==> config.mk <==
export PLATFORM = sky130hd
export DESIGN_NAME = grid_stream_loader
export DESIGN_NICKNAME = d
export VERILOG_FILES = /design/src/rtl/grid_stream_loader.sv
export SDC_FILE = /design/constraint.sdc
export NUM_CORES = 1
export LEC_CHECK = 0
export BUFFER_PORTS_ARGS = -buffer_cell sky130_fd_sc_hd__buf_2
export CORE_ASPECT_RATIO = 1.25
export CORE_UTILIZATION = 50
export DETAILED_ROUTE_END_ITERATION = 16
export PLACE_DENSITY_LB_ADDON = 0.2
export SYNTH_ARGS = -nofsm -noshare
export SYNTH_HDL_FRONTEND = slang
export SYNTH_SLANG_ARGS = --single-unit
==> constraint.sdc <==
create_clock -name clk -period 2.75 [get_ports clk]
set_clock_uncertainty 0.05 [all_clocks]
set_input_delay 0.55 -clock clk [delete_from_list [all_inputs] [get_ports clk]]
set_output_delay 0.55 -clock clk [all_outputs]
set_load 0.01 [all_outputs]
==> src/rtl/grid_stream_loader.sv <==
// Assembles a WIDTH x DEPTH roll-occupancy matrix from an ASCII byte stream
// and holds it, with its roll count, until the consumer acknowledges it.
module grid_stream_loader #(
    parameter int WIDTH = 16,
    parameter int DEPTH = 16
) (
    input  logic                               clk,
    input  logic                               rst_n,
    input  logic                               in_valid,
    input  logic [7:0]                         in_data,
    output logic                               in_ready,
    output logic [WIDTH*DEPTH-1:0]             grid,
    output logic                               grid_valid,
    input  logic                               grid_ack,
    output logic [$clog2(WIDTH*DEPTH+1)-1:0]   roll_count,
    output logic                               err,
    input  logic                               err_clr
);

    localparam int CELLS = WIDTH * DEPTH;
    localparam int COL_W = $clog2(WIDTH + 1);
    localparam int ROW_W = $clog2(DEPTH + 1);
    localparam int CNT_W = $clog2(CELLS + 1);

    localparam logic [7:0] CH_ROLL  = 8'h40;
    localparam logic [7:0] CH_EMPTY = 8'h2E;
    localparam logic [7:0] CH_CR    = 8'h0D;
    localparam logic [7:0] CH_LF    = 8'h0A;
    localparam logic [7:0] CH_EOT   = 8'h04;

    typedef enum logic [1:0] {
        LOAD  = 2'd0,
        DONE  = 2'd1,
        ERROR = 2'd2
    } state_t;

    state_t             state_q, state_d;
    logic [CELLS-1:0]   grid_q, grid_d;
    logic [CNT_W-1:0]   roll_q, roll_d;
    logic [ROW_W-1:0]   row_q, row_d;
    logic [COL_W-1:0]   col_q, col_d;
    logic [CELLS-1:0]   wr_mask;

    // One-hot select of the cell at (row, col); all zero once col reaches WIDTH.
    always_comb begin
        for (int i = 0; i < CELLS; i++) begin
            wr_mask[i] = (i == int'(row_q) * WIDTH + int'(col_q)) && (int'(col_q) < WIDTH);
        end
    end

    always_comb begin
        // NOTE: every comb output gets a default first so no path can infer a latch.
        state_d = state_q;
        grid_d  = grid_q;
        roll_d  = roll_q;
        row_d   = row_q;
        col_d   = col_q;

        unique case (state_q)
            LOAD: begin
                if (in_valid) begin
                    case (in_data)
                        CH_ROLL, CH_EMPTY: begin
                            if (col_q == COL_W'(WIDTH)) begin
                                state_d = ERROR;
                            end else begin
                                if (in_data == CH_ROLL) begin
                                    grid_d = grid_q | wr_mask;
                                    roll_d = roll_q + CNT_W'(1);
                                end else begin
                                    grid_d = grid_q & ~wr_mask;
                                end
                                col_d = col_q + COL_W'(1);
                            end
                        end
                        CH_CR: ;
                        CH_LF: begin
                            col_d = '0;
                            row_d = row_q + ROW_W'(1);
                            if (row_q == ROW_W'(DEPTH - 1)) state_d = DONE;
                        end
                        CH_EOT:  state_d = DONE;
                        default: state_d = ERROR;
                    endcase
                end
            end
            DONE: begin
                if (grid_ack) begin
                    state_d = LOAD;
                    grid_d  = '0;
                    roll_d  = '0;
                    row_d   = '0;
                    col_d   = '0;
                end
            end
            ERROR: begin
                if (err_clr) begin
                    state_d = LOAD;
                    grid_d  = '0;
                    roll_d  = '0;
                    row_d   = '0;
                    col_d   = '0;
                end
            end
            default: state_d = LOAD;
        endcase
    end

    // NOTE: state registers use non-blocking assignments so all update together on the edge.
    always_ff @(posedge clk or negedge rst_n) begin
        if (!rst_n) begin
            state_q <= LOAD;
            grid_q  <= '0;
            roll_q  <= '0;
            row_q   <= '0;
            col_q   <= '0;
        end else begin
            state_q <= state_d;
            grid_q  <= grid_d;
            roll_q  <= roll_d;
            row_q   <= row_d;
            col_q   <= col_d;
        end
    end

    assign in_ready   = (state_q == LOAD);
    assign grid_valid = (state_q == DONE);
    assign err        = (state_q == ERROR);
    assign grid       = grid_q;
    assign roll_count = roll_q;

endmodule

==> results of run 1 <==
-- flip-flops by register name, indices dropped and copies added (netlist names) --
name	flops
col_q	5
grid	256
roll_count	9
row_q	5
state_q	2
-- power by group --
part           internal, W  switching, W
clock              0.00244       0.00167
combinational      0.00412       0.00644
sequential         0.00573       0.00139
-- logic make-up (layout without fill, tap and decap cells) --
kind of cell / Yosys count / in the layout
multiplexers: 4 / 5
AO/OA/AOI/OAI: 632 / 632
flip-flops: 277 / 277
XOR/XNOR: 2 / 2
adder cells (fa/ha/maj): 14 / 14
buffers and inverters: 178 / 429
AND/OR/NAND/NOR: 353 / 353
-- cell usage in the layout, fill, tap and decap left out, drive strengths merged, types with 8 or more instances in the layout --
master  count
nand2b     14
o211ai    384
nand2     225
ha         14
dfrtp     277
a41oi      64
inv         9
nand3      23
nor2       25
clkbuf     42
o21ai     142
nor3b       8
buf       372
nor3       12
-- routing by layer --
layer | share of wire [%] | global-route usage [%] | vias to the layer above
li1 | - | - | 6068
met5 | 0 | 0 | -
met1 | 38 | 44.32 | 6782
met3 | 8.2 | 5.396 | 170
met2 | 48 | 55.99 | 713
met4 | 5.4 | 17.00 | 0
-- worst max-delay path: stages (launching register included) --
cell and delay (ns):
dfrtp_1 0.46, ha_1 0.18, ha_1 0.30, and3_2 0.30, mux2_2 0.52, nand3_1 0.15, buf_4 0.30, o211ai_1 0.18
-- what timing repair did --
action / in CTS / in global routing
cloned: 0 / 1
hold buffers: 1 / 0
resized for setup: 2 / 9
endpoints found under the hold margin: 60 / 0
endpoints found under the setup margin: 20 / 88
-- through the flow --
stage | area, um2 | instances | power, W | hold WS [ns]
after floorplan | 14330 | 1460 | 0.01364 | 0.2044
after global routing | 17350 | 2062 | 0.02314 | 0.4234
after CTS | 17300 | 2061 | 0.02172 | 0.3746
after global placement | 16300 | 2012 | 0.01718 | 0.4351
after detailed placement | 16300 | 2012 | 0.01758 | 0.4380
final | 17350 | 2062 | 0.02178 | 0.3773
-- final timing paths --
| check | end | slack (ns) | cells past startpoint |
|---|---|---|---|
| hold / removal | state_q[1]$_DFFE_PN0P_ | 0.38 | 4 |
| setup / recovery | grid[16]$_DFFE_PN0P_ | 0.12 | 7 |
| min in group asynchronous | state_q[1]$_DFFE_PN0P_ | 0.48 | 2 |
| setup reg to reg | grid[16]$_DFFE_PN0P_ | 0.12 | 7 |
| hold reg to reg | row_q[4]$_DFFE_PN0P_ | 0.45 | 2 |
| max in group asynchronous | grid[87]$_DFFE_PN0P_ | 1.36 | 3 |
-- final cells by class --
| class | count | area [um2] | share of cell area (%) |
|---|---|---|---|
| Clock buffer | 42 | 864.6 | 4.984 |
| Multi-Input combinational cell | 1006 | 6631 | 38.23 |
| Clock inverter | 6 | 116.4 | 0.6709 |
| Sequential cell | 277 | 6932 | 39.96 |
| Timing Repair Buffer | 373 | 2328 | 13.42 |
| Inverter | 8 | 35.03 | 0.2020 |
| Tap cell | 350 | 437.9 | 2.525 |
==> flow_summary.ini, run 1 <==
[floorplanning]
die_w_um = 153.4
initial_core_util_pct = 51.34
chipHeight_um = 191.3
dieArea_um2 = 29340
fp-row-count = 68
core_area_um2 = 27910
ios = 281

[critical_path]
cp-start-kind = flip-flop
setup.worst_path.start = row_q[0]$_DFFE_PN0P_
critPathArrivalTime_ns = 2.97
worstPathRequired_ns = 3.09
cp_max_fo = 13
setup.worst_path.class = flip-flop to flip-flop
reg2reg_from = row_q[0]$_DFFE_PN0P_
end_kind = flip-flop

[clocking]
cts-root-buf = clkbuf_16
htreeDepth = 1
cts_buffers = 29
cts.sink_count = 277
clk_pin_slew_ns = 0.06
clk_latency_ns = 0.55
postCtsSetupBuffers = 0
clockBufferDepth = 3
cts_tree = done

[global_route]
track_usage_pct = 34.20
grt_start_max_net_pins = 131
grt_antenna_before_repair = 1
grt_pass1_wl_um = 76950
grt_pass1_vias = 12778
gr-total-overflow = 0

[yosys]
synth_seq_cells = 277
synth.distinct_cells = 61
synthArstFlopShare_pct = 100.0
synth_most_common_cell = o211ai_1
synth.area.mux_share_pct = 0.2882
syn_area_um2 = 14330
synth_top_family_by_area = compound AO/OA/AOI/OAI gates
ys_seq_area_share_pct = 48.38
synth_xor_area_share_pct = 0.1223
synthAdderAreaFrac_pct = 1.223
syn_avg_cell_area_um2 = 9.812
synth_ff_type = dfrtp_1
ys_warn_count = 0
yosys.area_share.simple_pct = 12.31
synth_cells = 1460
synth_compound_area_share_pct = 31.58
synth_top_area_share_pct = 48.38
synth_edf_count = 0
syn_nets = 1487
synth_top_cells_by_count = 380 x o211ai_1, 277 x dfrtp_1, 225 x nand2_1
ys_top_cells_by_area = dfrtp_1 48%, o211ai_1 20%, nand2_1 5.9%, a41oi_1 3.9%, o21ai_0 3.5%
yosys.area.top_type = dfrtp_1

[place]
io_buffers = 280
dpl.hpwl_um = 31990
place_ws_ns = -0.04592
routabilityCongestion = 0.8899

[sta]
maxSlewHeadroom_pct = 46.05
min_period_ns = 2.630
tightestPinTransition_ns = 0.8072
finalSetupViolCount = 0
fmax_mhz = 380.2
hold_viol_final = 0
setup_tns_ns = 0
rsz0062_at_grt = no
drv_slew = 0
setup_ws_ns = 0.1200
finalCritPeriodShare_pct = 95.64

[drt]
drc = 0
wirelength_um = 50830
vias = 13733
avgRoutedWirePerCell_um = 24.65
drtIter0Drc = 1439
ant_nets = 0
first_pass_iters = 6
drt-vias-per-instance = 6.660

[min_path]
hold_start = in_data[6]
hold_class = primary input to flip-flop

[finish]
fin_nets = 1722
syn2layout_area_growth_pct = 21.07
fin_util_pct = 62.15
n_antenna_cell = 0
drive_above_1_share_pct = 27.22
fill_cells = 2374

[outcome]
status = complete, no violations

[power]
p_leak_nw = 7.270
powerDensity_nw_per_um2 = 1256
ir_drop_mv = 0.6637

[run]
timing.max_cap.violations = 0
(Power assumes the default switching activity.)
==> run 2: changes to the inputs <==
Settings changed: CORE_ASPECT_RATIO 1.25 to 0.75, REMOVE_ABC_BUFFERS set to 1.
Clock period 2.75 ns to 2.7 ns, I/O delays scaled along.
==> run 2 against run 1 <==
Net effect:
- maximum frequency down 2.2%
- final area up 2.0%
- critical path depth up 1
- largest power group unchanged
==> flow_summary.ini, run 2 (synthesis gave the netlist of run 1 again) <==
[outcome]
status = complete, no violations

[critical_path]
cp_cell_sequence = buf_4 > ha_2 > buf_4 > or4bb_1 > nor2_2 > nor2_2 > o211ai_1 > o211ai_1
reg2reg_from = row_q[0]$_DFFE_PN0P_
path_buf_inv = 2
reg2reg_to = grid[221]$_DFFE_PN0P_
worstRegToRegCells = 8
critPathArrivalTime_ns = 3.04
setup.worst_path.class = flip-flop to flip-flop
cp_top_family = simple AND/OR/NAND/NOR gates
cp-start-kind = flip-flop
cp_slowest_stage_delay_ns = 0.57
cp_max_fo = 8
end_kind = flip-flop
slowest_stage = or4bb_1
worstPathRequired_ns = 3.05
rrSetupSlack_ns = 0.01

[min_path]
hold_start = in_data[6]
min_to = state_q[1]$_DFFE_PN0P_
whs_path_depth = 4
hold_class = primary input to flip-flop

[run]
timing.max_cap.violations = 0

[clocking]
clk_latency_ns = 0.55
htreeDepth = 1
cts-root-buf = clkbuf_16
cts_tree = done
cts_buffers = 29
cts.sink_count = 277
clk_pin_slew_ns = 0.06
clockBufferDepth = 3

[sta]
finalCritPeriodShare_pct = 99.62
drv_slew = 0
tightestPinTransition_ns = 1.029
fmax_mhz = 371.8
hold_viol_final = 0
min_period_ns = 2.690
finalSetupViolCount = 0
maxSlewHeadroom_pct = 31.30
holdWs_ns = 0.3796
rsz0062_at_grt = yes

[power]
p_seq_share_pct = 31.9
powerDensity_nw_per_um2 = 1276
clockPowerShare_pct = 18.1
p_sw_share_pct = 44.09
p_leak_nw = 7.407
p_sw_w = 0.009961
intPower_w = 0.01263
ir_drop_mv = 0.6530
p_comb_share_pct = 50.0

[finish]
drive_above_1_share_pct = 28.86
layout_common_cells = 380 x o211ai_1, 279 x buf_2, 277 x dfrtp_1, 215 x nand2_1, 100 x o21ai_0
layout_commonest_cell = o211ai_1
largest_reg_flops = 256
instances_no_fill = 2114
fin_nets = 1736
syn2layout_area_growth_pct = 23.55
n_antenna_cell = 0

[floorplanning]
die_w_um = 197.5
initial_core_util_pct = 50.95
chipHeight_um = 148.6
dieArea_um2 = 29340
ios = 281
fp-row-count = 53
core_area_um2 = 28120

[place]
dpl.hpwl_um = 29950
routabilityCongestion = 0.9100
dpl.cell_count = 2049
io_buffers = 280

[global_route]
grt_antenna_before_repair = 0
grt_start_max_net_pins = 113
grt_pass1_wl_um = 72690
gr-total-overflow = 0
track_usage_pct = 31.37
grt_pass1_vias = 12462

[drt]
drc = 0
ant_nets = 0
drtIter0Drc = 1322
vias = 13764
first_pass_iters = 7
drt-vias-per-instance = 6.511
avgRoutedWirePerCell_um = 23.48
wirelength_um = 49640
run 2: worst register-to-register path, cell delays in order, from the launching register on:
cell	delay [ns]
dfrtp_1	0.38
buf_4	0.16
ha_2	0.23
buf_4	0.16
or4bb_1	0.57
nor2_2	0.33
nor2_2	0.30
o211ai_1	0.26
o211ai_1	0.11
run 2: repair_timing:
| action | 4_1_cts | 5_1_grt |
|---|---|---|
| setup buffers | 0 | 7 |
| endpoints found under the hold margin | 47 | 0 |
| hold buffers | 1 | 0 |
| gates resized for setup | 0 | 30 |
| endpoints found under the setup margin | 0 | 175 |
run 2: stage by stage:
| step | util [%] | power, W | area (um2) | setup TNS (ns) | worst slack, ns |
|---|---|---|---|---|---|
| 2_1_floorplan | - | 0.01307 | 13480 | -2149.68 | -9.162 |
| 3_3_place_gp | 58.68 | 0.01759 | 16500 | 0 | 0.1307 |
| 3_5_place_dp | 58.68 | 0.01802 | 16500 | 0 | 0.03249 |
| 4_1_cts | 62.12 | 0.02213 | 17470 | 0 | 0.005510 |
| 5_1_grt | 62.95 | 0.02399 | 17700 | -0.4097 | -0.05193 |
| 6_report | 62.95 | 0.02259 | 17700 | 0 | 0.01031 |
run 2: power groups by stage:
| stage | combinational, W | clock, W | sequential (W) |
|---|---|---|---|
| after global placement | 0.0105 | 0 | 0.00712 |
| after CTS | 0.0108 | 0.00413 | 0.00717 |
| after global routing | 0.0123 | 0.00427 | 0.00740 |
| after floorplan | 0.00532 | 0 | 0.00775 |
| final | 0.0113 | 0.00408 | 0.00721 |
| after detailed placement | 0.0108 | 0 | 0.00721 |
run 2: worst max path at each step:
stage / from / end / depth (start not counted)
final: row_q[0]$_DFFE_PN0P_ / grid[221]$_DFFE_PN0P_ / 8
after global placement: row_q[0]$_DFFE_PN0P_ / grid[219]$_DFFE_PN0P_ / 9
after CTS: row_q[0]$_DFFE_PN0P_ / grid[195]$_DFFE_PN0P_ / 9
after global routing: row_q[0]$_DFFE_PN0P_ / grid[221]$_DFFE_PN0P_ / 8
after floorplan: in_data[3] / col_q[2]$_DFFE_PN0P_ / 5
after detailed placement: row_q[0]$_DFFE_PN0P_ / grid[156]$_DFFE_PN0P_ / 8
run 2: final cells by class:
| cell class | count | area [um2] |
|---|---|---|
| clock buffers | 39 | 813.3 |
| flip-flops and latches | 277 | 6932 |
| inverters | 8 | 35.03 |
| fillers | 2407 | 10420 |
| multi-input cells | 1011 | 6823 |
| well taps | 385 | 481.7 |
| clock inverters | 12 | 143.9 |
| repair buffers | 382 | 2471 |
run 2: metal layers:
layer / up-vias / track usage [%] / share of wire, %
met4: 0 / 7.829 / 2.8
met1: 6858 / 44.80 / 42
li1: 6110 / - / -
met5: - / 0 / 0
met2: 692 / 47.82 / 45
met3: 104 / 7.687 / 11
==> run 3: changes to the inputs <==
Settings changed: ABC_AREA set to 1.
==> run 3 against run 2 <==
Net effect:
- critical path type unchanged
- wire length increased by 3.2%
- synthesized cell count rose by 67%
- largest cell class is now multi-input combinational cells
- first-iteration DRC count rose by 54%
- highest routed layer unchanged
- cell count is 46% higher
- non-clock buffer count shrank 41
- via count rose by 21%
- sequential share of layout area is 3.4 points lower
- hold slack better by 0.064 ns
- maximum frequency up 6.1%
==> flow_summary.ini, run 3 <==
[global_route]
gr-total-overflow = 0
grt_start_max_net_pins = 127
grt_antenna_before_repair = 0
track_usage_pct = 30.10
grt_pass1_wl_um = 81640
grt_pass1_vias = 15101

[clocking]
cts-root-buf = clkbuf_16
cts.sink_count = 277
htreeDepth = 1
postCtsSetupBuffers = 0
clk_pin_slew_ns = 0.06
clockBufferDepth = 3
cts_buffers = 30
clk_latency_ns = 0.57
cts_tree = done

[yosys]
ys_seq_area_share_pct = 41.90
synthArstFlopShare_pct = 100.0
syn_avg_cell_area_um2 = 6.769
synth_cells = 2444
synth_most_common_cell = nand2_1
ys_warn_count = 0
synth.distinct_cells = 31
synth_top_area_share_pct = 41.90
syn_area_um2 = 16540
synth_top_cells_by_count = 1,009 x nand2_1, 546 x nand3_1, 277 x dfrtp_1
ys_top_cells_by_area = dfrtp_1 42%, nand2_1 23%, nand3_1 17%, inv_1 5.8%, buf_2 3.2%
synth_ff_type = dfrtp_1
yosys.area.top_type = dfrtp_1
synth_edf_count = 0
synth_seq_cells = 277

[floorplanning]
dieArea_um2 = 33830
ios = 281
chipHeight_um = 159.5
initial_core_util_pct = 50.98
fp-row-count = 57
die_w_um = 212.0
core_area_um2 = 32450

[finish]
fill_cells = 2956
drive_above_1_share_pct = 15.91
layout_commonest_cell = nand2_1
syn2layout_area_growth_pct = 17.21
fin_nets = 2659
instances_no_fill = 3095
n_antenna_cell = 0
layout_common_cells = 1,008 x nand2_1, 546 x nand3_1, 279 x buf_2, 277 x dfrtp_1, 256 x inv_1
largest_reg_flops = 256
multi_input_area_um2 = 7735
regArea_um2 = 6932

[sta]
drv_slew = 0
hold_viol_final = 0
tightestPinTransition_ns = 1.200
min_period_ns = 2.534
maxSlewHeadroom_pct = 19.99
finalSetupViolCount = 0
rsz0062_at_grt = yes
setup_tns_ns = 0
fmax_mhz = 394.6
finalCritPeriodShare_pct = 93.87

[critical_path]
worstPathRequired_ns = 3.11
end_kind = flip-flop
setup.worst_path.class = flip-flop to flip-flop
critPathArrivalTime_ns = 2.95
cp-start-kind = flip-flop
cp_max_fo = 20

[drt]
vias = 16700
drc = 0
first_pass_iters = 6
wirelength_um = 51250
drtIter0Drc = 2040
ant_nets = 0
avgRoutedWirePerCell_um = 16.56
drt-vias-per-instance = 5.396

[place]
io_buffers = 280
routabilityCongestion = 0.9024
dpl.cell_count = 3041
dpl.hpwl_um = 32290

[outcome]
status = complete, no violations

[run]
timing.max_cap.violations = 0

[min_path]
hold_class = flip-flop to flip-flop

[power]
ir_drop_mv = 0.4706
p_leak_nw = 11.07
powerDensity_nw_per_um2 = 686.4
-- run 3: per-stage QoR --
stage / setup slack (ns) / total power, W / hold WS (ns) / cell area (um2) / utilization (%)
after CTS: 0.2205 / 0.01331 / 0.4285 / 19380 / 59.73
after global placement: 0.2995 / 0.009007 / 0.4274 / 18380 / 56.65
final: 0.1655 / 0.01331 / 0.4440 / 19390 / 59.75
after floorplan: -10.81 / 0.007055 / 0.1944 / 15650 / -
after detailed placement: 0.2278 / 0.009083 / 0.4272 / 18380 / 56.65
after global routing: -0.03628 / 0.01391 / 0.4666 / 19390 / 59.75
-- run 3: area by class of cell --
type | instances | share of cell area [%]
timing repair buffer | 341 | 11.18
tap | 442 | 2.852
multi-input combinational | 1712 | 39.89
sequential | 277 | 35.75
inverter | 270 | 5.233
clock inverter | 8 | 0.4646
clock buffer | 45 | 4.633
-- run 3: logic make-up (layout without fill, tap and decap cells) --
family,count (synthesis),after routing,synth area share [%]
muxes,1,1,0.06051
buffers and inverters,455,664,11.56
adders and majority gates,14,14,1.059
DFF,277,277,41.90
xor gates and xnor gates,9,9,0.5219
and+or+nand+nor,1605,1605,40.96
AOI/OAI and AO/OA,83,83,3.940
-- run 3: per-layer routing --
| metal | track usage, % | routed length, um |
|---|---|---|
| met1 | 42.26 | 22260 |
| met2 | 45.96 | 22630 |
| met3 | 7.179 | 4778 |
| met4 | 9.025 | 1578 |
| met5 | 0 | 0 |
-- run 3: worst max-delay path, stage by stage, from the launching register on --
cell,delay (ns)
dfrtp_1,0.43
ha_1,0.22
ha_1,0.22
xor2_2,0.38
inv_2,0.14
nand3_1,0.24
inv_2,0.22
buf_12,0.22
nand2_1,0.06
nand2_1,0.06
nand3_1,0.09
nand2_1,0.05
-- run 3: final timing paths --
check                                startpoint               endpoint  cells past startpoint  slack [ns]
setup reg to reg           row_q[0]$_DFFE_PN0P_   grid[17]$_DFFE_PN0P_                     11        0.17
max in group asynchronous                 rst_n   grid[82]$_DFFE_PN0P_                      3        1.32
min in group asynchronous                 rst_n  grid[100]$_DFFE_PN0P_                      2        0.46
hold reg to reg            grid[72]$_DFFE_PN0P_   grid[72]$_DFFE_PN0P_                      2        0.44
setup / recovery           row_q[0]$_DFFE_PN0P_   grid[17]$_DFFE_PN0P_                     11        0.17
hold / removal             grid[72]$_DFFE_PN0P_   grid[72]$_DFFE_PN0P_                      2        0.44
-- run 3: power breakdown --
part	internal (W)	total (W)	leakage [nW]	switching [W]
logic	0.00111	0.00445	6.72	0.00334
registers	0.00439	0.00464	3.86	0.000251
clock network	0.00246	0.00422	0.492	0.00175
total	0.00796	0.0133	11.1	0.00535
-- run 3: repair_timing --
action                     in CTS  in global routing
hold endpoints to repair       53                  0
gates resized for setup         0                  3
hold buffers                    1                  0
setup endpoints to repair       0                  7
